## config.mk

```make
export PLATFORM = sky130hd
export DESIGN_NAME = sparc_ifu_pcseq_mt
export DESIGN_NICKNAME = d
export VERILOG_FILES = /design/src/rtl/sparc_ifu_pcseq_mt.sv
export SDC_FILE = /design/constraint.sdc
export NUM_CORES = 1
export LEC_CHECK = 0
export CAP_MARGIN = 20
export CORE_AREA = 3 3 131 196
export CTS_BUF_LIST = sky130_fd_sc_hd__clkbuf_8
export DETAILED_ROUTE_END_ITERATION = 8
export DIE_AREA = 0 0 134 199
export GPL_TIMING_DRIVEN = 0
export HOLD_SLACK_MARGIN = 0.12
export PLACE_DENSITY = 0.8
export SLEW_MARGIN = 20
export SYNTH_ARGS = -nofsm -noshare
export SYNTH_HDL_FRONTEND = slang
export SYNTH_SLANG_ARGS = --single-unit
```

## constraint.sdc

```tcl
create_clock -name rclk -period 10.6 [get_ports rclk]
set_input_delay 2.12 -clock rclk [delete_from_list [all_inputs] [get_ports rclk]]
set_output_delay 2.12 -clock rclk [all_outputs]
set_load 0.03 [all_outputs]
```

## src/rtl/sparc_ifu_pcseq_mt.sv

```systemverilog
// rtl/sparc_ifu_pcseq_mt.sv - per-thread fetch-PC sequencer with +1/+2 advance, redirect and overflow/wrap flags
module sparc_ifu_pcseq_mt #(
    parameter int WIDTH = 46,
    parameter int NTHR  = 4,
    parameter int TIDW  = 2
) (
    input  logic                  rclk,
    input  logic                  reset,
    input  logic                  redir_vld,
    input  logic [TIDW-1:0]       redir_tid,
    input  logic [WIDTH-1:0]      redir_pc,
    input  logic                  adv_vld,
    input  logic [TIDW-1:0]       adv_tid,
    input  logic                  adv_dbl,
    output logic                  out_vld,
    output logic [TIDW-1:0]       out_tid,
    output logic [WIDTH-1:0]      out_pc,
    output logic                  out_ofl,
    output logic                  out_wrap,
    output logic [NTHR*WIDTH-1:0] thr_pc,
    output logic [NTHR-1:0]       thr_ofl
);

    logic [WIDTH-1:0] pc_q [NTHR];
    logic [WIDTH-1:0] adv_old;
    logic [WIDTH:0]   inc;
    logic [WIDTH-1:0] new_pc;
    logic             ofl;
    logic             wrap;
    logic             adv_acc;

    always_comb begin
        adv_old = pc_q[adv_tid];
        inc     = {1'b0, adv_old} + {{(WIDTH-1){1'b0}}, adv_dbl, ~adv_dbl};
        new_pc  = inc[WIDTH-1:0];
        wrap    = inc[WIDTH];
        ofl     = ~adv_old[WIDTH-1] & new_pc[WIDTH-1];
        // a redirect to the thread being advanced wins and the advance is dropped
        adv_acc = adv_vld & ~(redir_vld & (redir_tid == adv_tid));
    end

    always_ff @(posedge rclk) begin
        if (reset) begin
            for (int t = 0; t < NTHR; t++) begin
                pc_q[t]    <= '0;
                thr_ofl[t] <= 1'b0;
            end
        end else begin
            for (int t = 0; t < NTHR; t++) begin
                if (redir_vld && (redir_tid == TIDW'(t))) begin
                    pc_q[t]    <= redir_pc;
                    thr_ofl[t] <= 1'b0;
                end else if (adv_acc && (adv_tid == TIDW'(t))) begin
                    pc_q[t]    <= new_pc;
                    thr_ofl[t] <= thr_ofl[t] | ofl;
                end
            end
        end
    end

    always_ff @(posedge rclk) begin
        if (reset) begin
            out_vld  <= 1'b0;
            out_tid  <= '0;
            out_pc   <= '0;
            out_ofl  <= 1'b0;
            out_wrap <= 1'b0;
        end else begin
            out_vld <= adv_acc;
            if (adv_acc) begin
                out_tid  <= adv_tid;
                out_pc   <= new_pc;
                out_ofl  <= ofl;
                out_wrap <= wrap;
            end else begin
                out_ofl  <= 1'b0;
                out_wrap <= 1'b0;
            end
        end
    end

    for (genvar g = 0; g < NTHR; g++) begin : g_thr_pc
        assign thr_pc[g*WIDTH +: WIDTH] = pc_q[g];
    end

endmodule

```

==> impl_metrics.toml <==
[run_status]
status = "finished, final reports clean"

[place]
place.port_buffers = 292
dpl.hpwl_mm = 32.7
place.gp.congestion = 0.912
dp_worst_setup_slack_ps = 3470

[detailed_routing]
first_pass_iters = 6
wl_mm = 45.9
drt-wirelength-per-cell_um = 26.6
drt_iter0_drc = 1273
ant_nets = 0
route.detailed.drc = 0
vias = 10966
vias_per_cell = 6.36

[global_routing]
antenna_found_initial = 1
grt_pass1_wl_mm = 66.8
grt_pass1_vias = 11012
overflow = 0
grt_usage = 0.336
grt_max_degree = 30

[setup_path]
worstPathArrival_ps = 6880
startpoint_type = "primary input"
crit_type = "in2reg"
crit_fanout = 10
endpoint_kind = "flip-flop"
crit_required_ps = 10880

[floorplanning]
io_pins = 294
die_y_um = 199
initial_core_util = 0.492
die_x_um = 134
die_area_sq_mm = 0.0267
core_sq_mm = 0.0243
fp-row-count = 70

[job]
cap_violations = 0

[timing]
worst_pin_slew_ps = 1280
skew_ps = 26.2
finalSetupTns_ps = 0
fin_ws_ps = 4000
max_freq_mhz = 152
rsz0062_at_grt = "false"
whs_ps = 444
max-slew-margin-rel = 0.139
finalMaxSlewViolations = 0
post-route-period-util = 0.623
min_period_ps = 6600
setup_viol = 0
hold_viol = 0

[synth]
yosysUniqueCellTypes = 61
synth-edff-count = 184
syn_area_sq_mm = 0.0119
synth-seq-cells = 239
avgSynthCellArea_sq_um = 11.5
yosysSeqAreaShare = 0.555
synth-async-reset-ratio = 0
synthCells = 1035
synthFlopType = "edfxtp_1"
ys.warnings.count = 0
syn_nets = 1094

[cells_and_area]
area_growth_pct = 35.4
layout_common_cells = "292 x clkdlybuf4s50_1, 184 x edfxtp_1, 161 x o21ai_0"
finalNetCount = 1430
nFillCells = 1900
drive_gt1_frac = 0.103
layout_commonest_cell = "clkdlybuf4s50_1"

[clocking]
clock_path_buffers = 3
clk_latency_ps = 550
clk_pin_slew_worst_paths_ps = 60
cts_root_buf = "clkbuf_8"
cts_made_buffers = 37
ctsHoldBuffers = 0
cts_resized = 0
cts_tree = "done"
post_cts_buffers = 0
cts-htree-levels = 2
cts_num_sinks = 239

[power_and_ir_drop]
power_density_mw_per_mm2 = 153
peakVddDrop_uv = 113
p_leak_nw = 5.65

[hold_path]
hold_class = "reg2reg"
-- path summary, 6_finish.rpt --
check	start	endpoint	slack, ps	cells past startpoint
worst min register to register	out_pc[39]$_SDFFE_PP0N_	out_pc[39]$_SDFFE_PP0N_	440	2
worst max register to register	pc_q[1][1]$_SDFFCE_PN0P_	pc_q[0][45]$_SDFFCE_PN0P_	7160	10
worst max-delay path	adv_tid[0]	pc_q[0][45]$_SDFFCE_PN0P_	4000	15
worst min-delay path	out_pc[39]$_SDFFE_PP0N_	out_pc[39]$_SDFFE_PP0N_	440	2
-- layer usage --
metal  wire [um]  vias to the layer above  global-route usage
li1            -                     4604                   -
met1       15000                     5275               0.377
met2       23000                      894               0.583
met3        5120                      193              0.0830
met4        2840                        0               0.190
met5           0                        -                   0
-- power breakdown --
group | leakage [nW] | switching, mW | internal (mW) | total [mW]
Clock | 0.428 | 0.378 | 0.407 | 0.785
Sequential | 2.42 | 0.0431 | 1.09 | 1.13
Combinational | 2.81 | 0.354 | 0.207 | 0.561
-- worst max-delay path, cell delays in order --
cell and delay (ps):
clkdlybuf4s50_1 570, buf_6 260, buf_6 250, buf_4 260, buf_1 510, mux4_2 610, ha_1 300, a21o_1 150
and4_1 280, nand4_4 300, or3_1 500, nor3_1 240, ha_1 270, nor2_1 80, o22a_1 180
-- synth_stat cells (19+ instances only) --
cell type | count | area share
dfxtp_1 | 55 | 0.092
nand3_1 | 19 | 0.0080
nand2_1 | 143 | 0.045
o21ai_1 | 24 | 0.010
clkbuf_1 | 59 | 0.019
xnor2_1 | 20 | 0.015
xor2_1 | 22 | 0.016
nor2_1 | 44 | 0.014
o21ai_0 | 162 | 0.068
mux4_2 | 32 | 0.060
edfxtp_1 | 184 | 0.46
a21oi_1 | 79 | 0.033
-- cell type report --
cell class / instances / area (sq um) / share of cell area
sequential: 239 / 6630 / 0.410
multi-input combinational: 709 / 4940 / 0.306
timing repair buffer: 297 / 3040 / 0.188
clock buffer: 48 / 661 / 0.0409
tap: 324 / 405 / 0.0251
buffer: 79 / 374 / 0.0231
clock inverter: 20 / 85.1 / 0.00526
inverter: 8 / 30.0 / 0.00186
antenna: 1 / 2.50 / 0.000155
-- registers in the layout (all words and copies together) (netlist names) --
name      cells
pc_q        184
thr_ofl       4
out_vld       1
out_tid       2
out_ofl       1
out_pc       46
out_wrap      1
-- stage by stage --
step	area, sq um	utilization	power (mW)	instances
after global routing	16200	0.666	2.54	1725
after floorplan	11900	-	1.44	1035
after CTS	16200	0.666	2.46	1724
after detailed placement	15400	0.635	1.70	1656
final	16200	0.666	2.48	1725
after global placement	15300	0.629	1.69	1651
-- cell families after synthesis --
logic type | Yosys count | synth area share
xor+xnor | 44 | 0.0335
buf+inv | 87 | 0.0339
compound gates | 319 | 0.149
mux | 51 | 0.0941
fa+ha+maj | 4 | 0.00482
simple gates | 291 | 0.130
flops | 239 | 0.555
Power figures use the tool's default switching activity.
